File: src/rtl/sram_bist_monitor.sv
// Passive SRAM BIST result logger: re-times observed reads through the two-cycle
// SRAM latency, checks them against the address pattern and keeps mismatch statistics.
module sram_bist_monitor #(
  parameter int ADDR_W = 18,
  parameter int DATA_W = 16,
  parameter int CNT_W  = 16
) (
  input  logic              Clock,
  input  logic              Resetn,
  input  logic              BIST_start,
  input  logic              BIST_finish,
  input  logic [ADDR_W-1:0] SRAM_address,
  input  logic              SRAM_we_n,
  input  logic [DATA_W-1:0] SRAM_read_data,
  output logic              MON_busy,
  output logic              MON_done,
  output logic              MON_fail,
  output logic [CNT_W-1:0]  MON_mismatch_count,
  output logic [19:0]       MON_read_count,
  output logic [ADDR_W-1:0] MON_first_addr,
  output logic [DATA_W-1:0] MON_first_data,
  output logic [ADDR_W-1:0] MON_last_addr
);

  // state   | meaning
  // M_IDLE  | not checking; results of the last complete run held
  // M_ARMED | engine running; every non-finish read cycle enters the pipeline
  // M_DRAIN | finish seen; waiting for in-flight reads to be compared
  typedef enum logic [1:0] {M_IDLE, M_ARMED, M_DRAIN} state_t;

  state_t            state;
  logic              start_buf;
  logic              arm;
  logic              issue;
  logic [1:0]        armed_cnt;
  logic              v1;
  logic              v2;
  logic [ADDR_W-1:0] a1;
  logic [ADDR_W-1:0] a2;
  logic              mismatch;
  logic              drain_done;

  assign arm        = BIST_start & ~start_buf;
  assign issue      = (state == M_ARMED) & SRAM_we_n & ~BIST_finish;
  assign mismatch   = v2 & (SRAM_read_data != a2[DATA_W-1:0]);
  assign drain_done = (state == M_DRAIN) & ~v1 & ~v2;

  always_ff @(posedge Clock or negedge Resetn) begin
    if (!Resetn) begin
      start_buf <= 1'b0;
      state     <= M_IDLE;
      armed_cnt <= 2'd0;
      MON_busy  <= 1'b0;
      MON_done  <= 1'b0;
    end else begin
      start_buf <= BIST_start;
      if (arm) begin
        state     <= M_ARMED;
        armed_cnt <= 2'd0;
        MON_busy  <= 1'b1;
        MON_done  <= 1'b0;
      end else begin
        case (state)
          M_ARMED: begin
            if (armed_cnt != 2'd2)
              armed_cnt <= armed_cnt + 2'd1;
            // finish is still high from the previous run for the first armed cycles
            if (BIST_finish && armed_cnt == 2'd2)
              state <= M_DRAIN;
          end
          M_DRAIN: begin
            if (drain_done) begin
              state    <= M_IDLE;
              MON_busy <= 1'b0;
              MON_done <= 1'b1;
            end
          end
          default: state <= M_IDLE;
        endcase
      end
    end
  end

  always_ff @(posedge Clock or negedge Resetn) begin
    if (!Resetn) begin
      v1 <= 1'b0;
      v2 <= 1'b0;
      a1 <= '0;
      a2 <= '0;
    end else if (arm) begin
      v1 <= 1'b0;
      v2 <= 1'b0;
      a1 <= '0;
      a2 <= '0;
    end else begin
      v1 <= issue;
      a1 <= SRAM_address;
      v2 <= v1;
      a2 <= a1;
    end
  end

  always_ff @(posedge Clock or negedge Resetn) begin
    if (!Resetn) begin
      MON_fail           <= 1'b0;
      MON_mismatch_count <= '0;
      MON_read_count     <= '0;
      MON_first_addr     <= '0;
      MON_first_data     <= '0;
      MON_last_addr      <= '0;
    end else if (arm) begin
      MON_fail           <= 1'b0;
      MON_mismatch_count <= '0;
      MON_read_count     <= '0;
      MON_first_addr     <= '0;
      MON_first_data     <= '0;
      MON_last_addr      <= '0;
    end else if (v2) begin
      if (MON_read_count != 20'hFFFFF)
        MON_read_count <= MON_read_count + 20'd1;
      if (mismatch) begin
        if (MON_mismatch_count != {CNT_W{1'b1}})
          MON_mismatch_count <= MON_mismatch_count + {{(CNT_W-1){1'b0}}, 1'b1};
        MON_last_addr <= a2;
        if (!MON_fail) begin
          MON_fail       <= 1'b1;
          MON_first_addr <= a2;
          MON_first_data <= SRAM_read_data;
        end
      end
    end
  end

endmodule

File: config.mk
export PLATFORM = sky130hd
export DESIGN_NAME = sram_bist_monitor
export DESIGN_NICKNAME = d
export VERILOG_FILES = /design/src/rtl/sram_bist_monitor.sv
export SDC_FILE = /design/constraint.sdc
export NUM_CORES = 1
export LEC_CHECK = 0
export ABC_AREA = 1
export ABC_CLOCK_PERIOD_IN_PS = 3400
export CAP_MARGIN = 10
export CORE_MARGIN = 3
export CORE_UTILIZATION = 30
export CTS_BUF_LIST = sky130_fd_sc_hd__clkbuf_4
export CTS_CLUSTER_SIZE = 8
export DETAILED_ROUTE_END_ITERATION = 7
export GPL_TIMING_DRIVEN = 0
export HOLD_SLACK_MARGIN = 0.15
export MAX_ROUTING_LAYER = met4
export PLACE_DENSITY = 0.61
export SYNTH_ARGS = -nofsm -noshare
export SYNTH_HDL_FRONTEND = slang
export SYNTH_SLANG_ARGS = --single-unit
export TNS_END_PERCENT = 50
File: constraint.sdc
create_clock -name Clock -period 3.4 [get_ports Clock]
set_input_delay 0.68 -clock Clock [delete_from_list [all_inputs] [get_ports Clock]]
set_output_delay 0.68 -clock Clock [all_outputs]
set_load 0.005 [all_outputs]
==> key figures, run 1 <==
Global route
  • Number of global-route vias before repair: 5,324
  • Busiest grt layer: met2
  • Largest net degree at the start of global routing: 94
  • Global Route met3 Usage: 4.13%
  • GRT Total Usage: 16.0%
  • Initial antenna violation count: 2
  • Met2 Usage GRT: 24.5%
  • GR Overflow Total: 0
  • Routing usage on met1: 21.1%
  • First-pass GRT wire length: 28,900 µm

Timing
  • Setup TNS: 0 ns
  • Setup Skew: 0.0267 ns
  • Max Slew Vio Count: 0
  • Fmax: 435 MHz
  • Final setup fails: 0
  • Final critical-path required period: 2.30 ns
  • Setup repair after global routing missed its margin: false
  • Slew headroom: 55.3%
  • Fin crit share: 67.6%
  • Final hold violations: 0
  • Tightest Pin Transition: 0.671 ns

Cells and area
  • Design Area, Final: 8440 µm²
  • Final #Nets: 1,009
  • Area Overhead vs Synth: 30.2%
  • Area of the multi-input gates: 2530 µm²
  • Final core utilization: 39.9%
  • Post-route insts no fill: 1,257
  • Sequential Area: 3350 µm²
  • # fillers: 2,232
  • Layout cells sized above 1: 8.88%

CTS
  • H-tree lvl count: 4
  • CTS buffer count: 17
  • Clock slew at reported path FFs: 0.13 ns
  • Root buffer cell: clkbuf_4
  • CTS tree: yes
  • Worst skew pair latency: 0.56 ns
  • CTS max path bufs: 2
  • Post-cts sizing count: 0
  • CTS Sinks: 134

Setup path
  • Type of the worst setup path: flip-flop to output pin
  • Critical Path Sink Type: output pin
  • Worst path arrival time: 1.62 ns
  • CP Cell Sequence: clkdlybuf4s50_1
  • CP Data Required Time: 2.72 ns
  • Worst Setup Start Kind: flip-flop
  • Crit-path max cell delay: 0.56 ns
  • Family with the most delay on the worst path: buffers and inverters
  • WP buf/inv: 1
  • Critical Path Fanout Max: 8
  • Slowest-stage cell, CP: clkdlybuf4s50_1

Pwr
  • Pwr/cell area: 453 nW/µm²
  • Lkg Pwr: 3.99 nW
  • Peak supply drop: 0.140 mV

Routing
  • Final wirelength: 17,800 µm
  • DRT iter0 DRCs: 374
  • Vias post-DR: 5,526
  • Antenna viol nets, final: 0
  • Drt first pass iters: 5
  • DR WL/cell: 14.2 µm
  • DRC violations left: 0
  • Via density: 4.40

Yosys
  • Synth top area cells: dfrtp_1 (52%), nand2_1 (12%), nand3_1 (7.2%), nor2_1 (6.9%), inv_1 (6.3%)
  • Post-synthesis sequential element count: 134
  • Syn. warnings: 0
  • Post-synthesis sequential area ratio: 51.7%
  • Mapped cell area: 6480 µm²
  • EDFF count, synth: 0
  • Yosys cell types: 34
  • Most frequent cell after synthesis: nand2_1
  • Top FF cell, synth: dfrtp_1
  • Mapped Avg Cell Area: 7.93 µm²
  • Async set-or-reset flop fraction in the synthesized netlist: 100%
  • Top cell type's share of synthesized area: 51.7%
  • Synth area leader: dfrtp_1
  • Gate Count Post-Synth: 817
  • Synth cell count leaders: nand2_1 (203), dfrtp_1 (134), nor2_1 (119), inv_1 (109), nand3_1 (93)
  • Syn nets: 859

Die
  • Die Span Y: 153 µm
  • DIE AREA: 23,400 µm²
  • Die Wd: 153 µm
  • I/O pin count: 130
  • Starting Density: 30.6%
  • Rows: 53
  • Core area: 21,200 µm²

Min path
  • Tightest Hold Check Type: flip-flop to flip-flop

Placed design
  • Post-DP HPWL: 13,200 µm
  • Area post-placement: 8150 µm²
  • Port-buffer cells: 129
  • Routability cong.: 0.887
  • DP Cell Count: 1,222

Job
  • Max Cap Viol: 0

Run status
  • Outcome: complete, no violations
repair_timing:
item                                   4_1_cts  5_1_grt
hold buffers                                 1        0
endpoints found under the hold margin       41        0
buffers inserted                             0        0
path summary, 6_finish.rpt:
path                                     from  depth (start not counted)            endpoint  slack, ns
setup / recovery           MON_read_count[11]                          1  MON_read_count[11]       1.10
hold / removal                          a1[6]                          2               a2[6]       0.48
setup reg to reg            MON_read_count[0]                         10  MON_read_count[19]       1.29
hold reg to reg                         a1[6]                          2               a2[6]       0.48
max in group asynchronous              Resetn                          3                  v2       1.98
min in group asynchronous              Resetn                          2    MON_last_addr[6]       0.59
layout by cell type (no fill, tap or decap), types with 2 or more instances in the layout:
cell	Yosys	final
nand2_4	3	3
nor3_1	7	7
o21ai_2	11	11
or2_2	5	5
dfrtp_1	134	134
buf_6	5	6
xor2_1	17	17
clkbuf_4	0	17
a31o_2	2	2
clkinv_4	0	2
diode_2	0	2
xnor2_1	2	2
o21ai_1	2	2
a21oi_1	3	3
nand2_1	203	203
o21bai_1	2	2
nand4_1	9	9
o21ai_0	42	42
inv_2	5	5
nor2_1	119	119
inv_8	0	6
nand2_2	2	2
buf_2	10	10
clkbuf_1	11	11
clkdlybuf4s50_1	0	128
ha_1	3	3
buf_1	5	5
inv_6	0	5
nand3_1	93	93
inv_1	109	109
nor2_2	4	4
layer usage:
metal  routed length [µm]  share of wire [%]
met1                 8390                 47
met4                  269                1.5
met2                 8300                 47
met3                  888                5.0
met5                    0                  0
flip-flops by register name, summed over array words and instances, names as in the netlist, 2 cells and up:
name	count
MON_first_addr	18
MON_first_data	16
MON_last_addr	18
MON_mismatch_count	16
MON_read_count	20
a1	18
a2	18
armed_cnt	2
state	2
worst reg2reg max path, cell delays in order (launching register included):
cell     delay (ns)
dfrtp_1        0.50
ha_1           0.29
nand2_1        0.11
nor2_2         0.22
nand2_2        0.14
nor3_4         0.18
nand3_1        0.15
nand2_4        0.15
buf_6          0.17
nand2_1        0.05
o21ai_0        0.07
layout make-up:
type                    instances  area share [%]
flip-flops and latches        134            39.7
multi-input cells             537            29.9
repair buffers                131            15.8
inverters                     114            5.07
well taps                     275            4.08
plain buffers                  32            2.06
clock inverters                15            1.81
clock buffers                  17            1.51
diodes                          2          0.0593
cells by family (layout without fill, tap and decap cells):
kind of cell    Yosys count  in the layout  synth area share [%]
simple gates            452            452                  30.1
compound gates           62             62                  5.62
flops                   134            134                  51.7
xor+xnor                 19             19                  2.57
buf+inv                 146            309                  9.28
mux                       1              1                 0.174
fa+ha+maj                 3              3                 0.579
other cells               0              2                     0
where the power goes:
group / internal (mW) / leakage, nW / switching (mW)
sequential: 1.76 / 1.79 / 0.154
combinational: 0.426 / 2.05 / 0.414
clock: 0.337 / 0.152 / 0.729
per-stage QoR:
step	hold WS (ns)	worst slack, ns	power [mW]
floorplan	0.384	1.61	2.32
global placement	0.456	-3.88	2.79
detailed placement	0.456	0.608	2.81
CTS	0.478	1.03	3.88
global route	0.494	0.995	4.09
finish	0.477	1.10	3.82
Power figures use the tool's default switching activity.
==> run 2, diff against run 1 <==
--- a/config.mk
+++ b/config.mk
@@ -6,7 +6,7 @@
 export NUM_CORES = 1
 export LEC_CHECK = 0
 export ABC_AREA = 1
-export ABC_CLOCK_PERIOD_IN_PS = 3400
+export ABC_CLOCK_PERIOD_IN_PS = 2250
 export CAP_MARGIN = 10
 export CORE_MARGIN = 3
 export CORE_UTILIZATION = 30
==> constraint.sdc (replaced) <==
create_clock -name Clock -period 2.25 [get_ports Clock]
set_input_delay 0.45 -clock Clock [delete_from_list [all_inputs] [get_ports Clock]]
set_output_delay 0.45 -clock Clock [all_outputs]
set_load 0.005 [all_outputs]
==> key figures, run 2 (synthesis gave the netlist of run 1 again) <==
Timing
  • Final critical-path required period: 2.07 ns
  • Fin Hold WS: 0.356 ns (-0.120 ns)
  • Max Slew Vio Count: 0 (unchanged)
  • Setup Skew: 0.0255 ns (-0.00115 ns)
  • Setup repair after global routing missed its margin: false
  • Fin crit share: 92.1%
  • Slew headroom: 55.0% (-0.30 points)
  • Final hold violations: 0 (unchanged)
  • Fmax: 483 MHz
  • Final setup fails: 0 (unchanged)
  • Tightest Pin Transition: 0.676 ns (+0.00454 ns)

CTS
  • CTS Sinks: 134 (unchanged)
  • CTS buffer count: 17 (unchanged)
  • Clock slew at reported path FFs: 0.15 ns (+0.02 ns)
  • Root buffer cell: clkbuf_4
  • CTS max path bufs: 2 (unchanged)
  • H-tree lvl count: 4 (unchanged)
  • Worst skew pair latency: 0.56 ns (about the same)
  • Post-CTS setup buffers: 0 (unchanged)
  • CTS tree: yes

Routing
  • Via density: 4.41 (+0.24%)
  • Antenna viol nets, final: 0 (unchanged)
  • Vias post-DR: 5,539 (+0.24%)
  • Final wirelength: 17,900 µm (+0.25%)
  • DR WL/cell: 14.2 µm (+0.25%)
  • DRC violations left: 0 (unchanged)
  • DRT iter0 DRCs: 370 (-1.1%)
  • Drt first pass iters: 4 (-1)

Run status
  • Outcome: complete, no violations

Setup path
  • Family with the most delay on the worst path: buffers and inverters
  • Critical Path Sink Type: output pin
  • Type of the worst setup path: flip-flop to output pin
  • Slowest-stage cell, CP: clkdlybuf4s50_1
  • Worst Setup Start Kind: flip-flop
  • WP buf/inv: 1 (unchanged)
  • Crit-path max cell delay: 0.56 ns (about the same)
  • Worst path arrival time: 1.62 ns (about the same)
  • Reg2reg setup slack: 0.25 ns (-1.04 ns)
  • CP Cell Sequence: clkdlybuf4s50_1
  • CP Data Required Time: 1.80 ns (-0.92 ns)
  • Critical Path Fanout Max: 8 (unchanged)

Cells and area
  • Layout cells sized above 1: 8.98% (+0.10 points)
  • Post-route insts no fill: 1,257 (unchanged)
  • Area Overhead vs Synth: 30.4%
  • Max reg flops: 20 (unchanged)
  • Sequential Area: 3350 µm² (about the same)
  • Reg with most FFs: MON_read_count
  • Leading cell types in the layout, fill and taps excluded: nand2_1 (203), dfrtp_1 (133), clkdlybuf4s50_1 (128)
  • # fillers: 2,233 (+0.045%)
  • Most common cell after layout, fill and taps aside: nand2_1
  • Area of the multi-input gates: 2540 µm² (+0.40%)
  • Final core utilization: 40.0% (+0.053 points)
  • Final #Nets: 1,009 (unchanged)

Pwr
  • Final Power: 5.79 mW (+51%)
  • Clock power frac: 27.9% (about the same)
  • Switching portion of total power: 34.0% (+0.060 points)
  • Pwr/cell area: 684 nW/µm² (+51%)
  • Register share of total power: 50.1% (about the same)
  • Cell Int Power: 3.82 mW (+51%)
  • Sw Pwr: 1.97 mW (+52%)
  • Peak supply drop: 0.216 mV (+54%)
  • Lkg Pwr: 3.99 nW (about the same)
  • Combinational share of power: 22.0% (about the same)

Die
  • I/O pin count: 130 (unchanged)
  • Die Span Y: 153 µm (unchanged)
  • Starting Density: 30.6% (unchanged)
  • Rows: 53 (unchanged)
  • Core area: 21,200 µm² (unchanged)
  • Die Wd: 153 µm (unchanged)
  • DIE AREA: 23,400 µm² (unchanged)

Global route
  • Initial antenna violation count: 2 (unchanged)
  • GRT Total Usage: 16.0% (unchanged)
  • Number of global-route vias before repair: 5,324 (unchanged)
  • Largest net degree at the start of global routing: 94 (unchanged)
  • First-pass GRT wire length: 28,900 µm (unchanged)
  • GR Overflow Total: 0 (unchanged)

Placed design
  • DP Cell Count: 1,222 (unchanged)
  • Port-buffer cells: 129 (unchanged)
  • Routability cong.: 0.887 (unchanged)
  • Post-DP HPWL: 13,200 µm (unchanged)

Min path
  • Tightest Hold Check Type: input port to asynchronous set/reset pin

Job
  • Max Cap Viol: 0 (unchanged)
-- run 2: path summary, 6_finish.rpt --
kind                                       startpoint                    end  depth (start not counted)
worst max-delay path               MON_read_count[11]     MON_read_count[11]                          1
worst min-delay path                           Resetn       MON_last_addr[6]                          2
worst max register to register  MON_mismatch_count[0]  MON_mismatch_count[3]                          9
worst min register to register                  a1[6]                  a2[6]                          2
max in group asynchronous                      Resetn                     v2                          3
min in group Clock                         BIST_start              start_buf                          1
-- run 2: layer usage --
layer	track usage (%)	vias up	share of wire [%]
met2	24.5	115	46
met5	-	-	0
met3	4.13	13	4.6
met4	4.33	0	1.5
li1	-	2842	-
met1	21.1	2569	48
-- run 2: repair_timing --
| item | in CTS | in global routing |
|---|---|---|
| hold endpoints to repair | 41 | 0 |
| hold buffers | 1 | 0 |
| setup endpoints to repair | 0 | 23 |
| gates resized for setup | 0 | 3 |
-- run 2: power groups by stage --
stage                     registers (mW)  clock network, mW  logic (mW)
after floorplan                     2.91                  0       0.599
after global placement              2.95                  0        1.26
after detailed placement            2.95                  0        1.29
after CTS                           2.90               1.67        1.30
after global routing                2.94               1.80        1.43
final                               2.90               1.61        1.27
-- run 2: worst reg2reg max path: cells and delay by family, from the launching register on --
family                     cells  cell delay [ns]
adders and majority gates      1             0.24
buffers and inverters          2             0.37
DFF                            1             0.49
and+or+nand+nor                6             0.80
-- run 2: final cells by class --
class / instances / share of cell area, %
Antenna cell: 2 / 0.0592
Buffer: 32 / 2.06
Clock buffer: 17 / 1.51
Clock inverter: 15 / 1.81
Inverter: 114 / 5.06
Multi-Input combinational cell: 537 / 30.0
Sequential cell: 134 / 39.7
Tap cell: 275 / 4.07
Timing Repair Buffer: 131 / 15.7
-- run 2: metrics by stage --
step	area (µm²)	TNS, ns	worst slack [ns]
2_1_floorplan	6480	0	0.532
3_3_place_gp	8120	-661.24	-4.80
3_5_place_dp	8150	-18.35	-0.312
4_1_cts	8440	0	0.106
5_1_grt	8450	0	0.0378
6_report	8450	0	0.179
==> run 3, diff against run 2 <==
--- a/config.mk
+++ b/config.mk
@@ -17,6 +17,7 @@
 export HOLD_SLACK_MARGIN = 0.15
 export MAX_ROUTING_LAYER = met4
 export PLACE_DENSITY = 0.61
+export SLEW_MARGIN = 20
 export SYNTH_ARGS = -nofsm -noshare
 export SYNTH_HDL_FRONTEND = slang
 export SYNTH_SLANG_ARGS = --single-unit
==> key figures, run 3 (synthesis gave the netlist of run 1 again) <==
Routing
  • Antenna viol nets, final: 0 (unchanged)
  • Final wirelength: 18,000 µm (+0.46%)
  • Vias post-DR: 5,529 (-0.18%)
  • DRT iter0 DRCs: 344 (-7.0%)
  • DR WL/cell: 14.3 µm (+0.46%)
  • Drt first pass iters: 5 (+1)
  • DRC violations left: 0 (unchanged)
  • Via density: 4.40 (-0.18%)

Setup path
  • Worst path arrival time: 1.61 ns (about the same)
  • Worst Setup Start Kind: flip-flop
  • Critical Path Sink Type: output pin
  • Crit-path max cell delay: 0.56 ns (about the same)
  • Slowest-stage cell, CP: clkdlybuf4s50_1
  • CP Data Required Time: 1.80 ns (about the same)
  • CP Cell Sequence: clkdlybuf4s50_1
  • WP buf/inv: 1 (unchanged)
  • Family with the most delay on the worst path: buffers and inverters
  • Critical Path Fanout Max: 8 (unchanged)
  • Type of the worst setup path: flip-flop to output pin

Die
  • Die Span Y: 153 µm (unchanged)
  • Core area: 21,200 µm² (unchanged)
  • Die Wd: 153 µm (unchanged)
  • DIE AREA: 23,400 µm² (unchanged)
  • Starting Density: 30.6% (unchanged)
  • Rows: 53 (unchanged)
  • I/O pin count: 130 (unchanged)

Timing
  • Final setup fails: 0 (unchanged)
  • Fmax: 486 MHz (+0.58%)
  • Final hold violations: 0 (unchanged)
  • Max Slew Vio Count: 0 (unchanged)
  • Slew headroom: 57.6% (+2.6 points)
  • Tightest Pin Transition: 0.636 ns (-0.0392 ns)
  • Final critical-path required period: 2.06 ns (-0.0120 ns)
  • Fin crit share: 91.5% (-0.53 points)
  • Setup Skew: 0.0271 ns (+0.00155 ns)
  • Final worst slack: 0.191 ns (+0.0120 ns)
  • Setup repair after global routing missed its margin: false

CTS
  • Clock slew at reported path FFs: 0.15 ns (about the same)
  • Root buffer cell: clkbuf_4
  • CTS buffer count: 17 (unchanged)
  • CTS tree: yes
  • Worst skew pair latency: 0.56 ns (about the same)
  • CTS max path bufs: 2 (unchanged)
  • H-tree lvl count: 4 (unchanged)
  • CTS Sinks: 134 (unchanged)

Cells and area
  • Layout cells sized above 1: 9.08% (+0.10 points)
  • Final #Nets: 1,009 (unchanged)
  • Max reg flops: 20 (unchanged)
  • Area of the multi-input gates: 2540 µm² (about the same)
  • Leading cell types in the layout, fill and taps excluded: nand2_1 (203), dfrtp_1 (133), clkdlybuf4s50_1 (128)
  • Design Area, Final: 8460 µm² (+0.13%)
  • Area Overhead vs Synth: 30.6%
  • Reg with most FFs: MON_read_count
  • Sequential Area: 3350 µm² (unchanged)
  • Most common cell after layout, fill and taps aside: nand2_1
  • # fillers: 2,220 (-0.58%)
  • Final core utilization: 40.0% (+0.053 points)

Placed design
  • Port-buffer cells: 129 (unchanged)
  • Post-DP HPWL: 13,200 µm (about the same)
  • Routability cong.: 0.887 (unchanged)
  • Area post-placement: 8150 µm² (about the same)
  • Placement Setup Slack: -0.308 ns (+0.00456 ns)

Global route
  • GRT Total Usage: 16.1% (+0.16 points)
  • Largest net degree at the start of global routing: 94 (unchanged)
  • GR Overflow Total: 0 (unchanged)
  • First-pass GRT wire length: 29,100 µm (+0.79%)
  • Number of global-route vias before repair: 5,274 (-0.94%)
  • Initial antenna violation count: 2 (unchanged)

Job
  • Max Cap Viol: 0 (unchanged)

Pwr
  • Lkg Pwr: 3.99 nW (about the same)
  • Pwr/cell area: 684 nW/µm² (about the same)
  • Peak supply drop: 0.240 mV (+11%)

Run status
  • Outcome: complete, no violations

Min path
  • Tightest Hold Check Type: input port to asynchronous set/reset pin
[run 3: per-stage QoR]
stage / hold WS, ns / cells / total power [mW] / setup TNS [ns]
floorplan: 0.154 / 817 / 3.50 / 0
CTS: 0.307 / 1255 / 5.89 / 0
detailed placement: 0.367 / 1222 / 4.24 / -19.40
global placement: 0.456 / 1221 / 4.21 / -661.24
finish: 0.356 / 1257 / 5.79 / 0
global route: 0.317 / 1257 / 6.20 / 0
[run 3: final cells by class]
type,instances,share of cell area (%)
diodes,2,0.0591
repair buffers,131,15.8
multi-input cells,537,30.0
clock inverters,15,1.86
inverters,114,5.06
flip-flops and latches,134,39.6
clock buffers,17,1.51
plain buffers,32,2.05
well taps,275,4.07
[run 3: path summary, 6_finish.rpt]
check                                 startpoint                     to  slack [ns]  depth (start not counted)
max                           MON_read_count[11]     MON_read_count[11]        0.19                          1
min                                       Resetn      MON_first_addr[4]        0.36                          2
max reg2reg                MON_mismatch_count[0]  MON_mismatch_count[2]        0.26                          9
min reg2reg                                a1[6]                  a2[6]        0.48                          2
max in group asynchronous                 Resetn                 a1[16]        1.12                          3
min in group Clock                    BIST_start              start_buf        0.37                          1
[run 3: metal layers]
metal	global-route usage [%]	part of all wire (%)	routed length, µm	up-vias
li1	-	-	-	2845
met1	21.6	47	8420	2538
met2	24.6	46	8350	126
met3	3.68	4.9	877	20
met4	4.84	1.8	323	0
met5	-	0	0	-
[run 3: timing repair]
action                                  CTS  global route
gates resized for setup                   0             4
buffers inserted                          0             0
endpoints found under the setup margin    0            28
endpoints found under the hold margin    41             0
hold buffers                              1             0
[run 3: report_power, final]
group / internal [mW] / switching, mW
logic: 0.647 / 0.630
clock network: 0.509 / 1.10
registers: 2.66 / 0.238
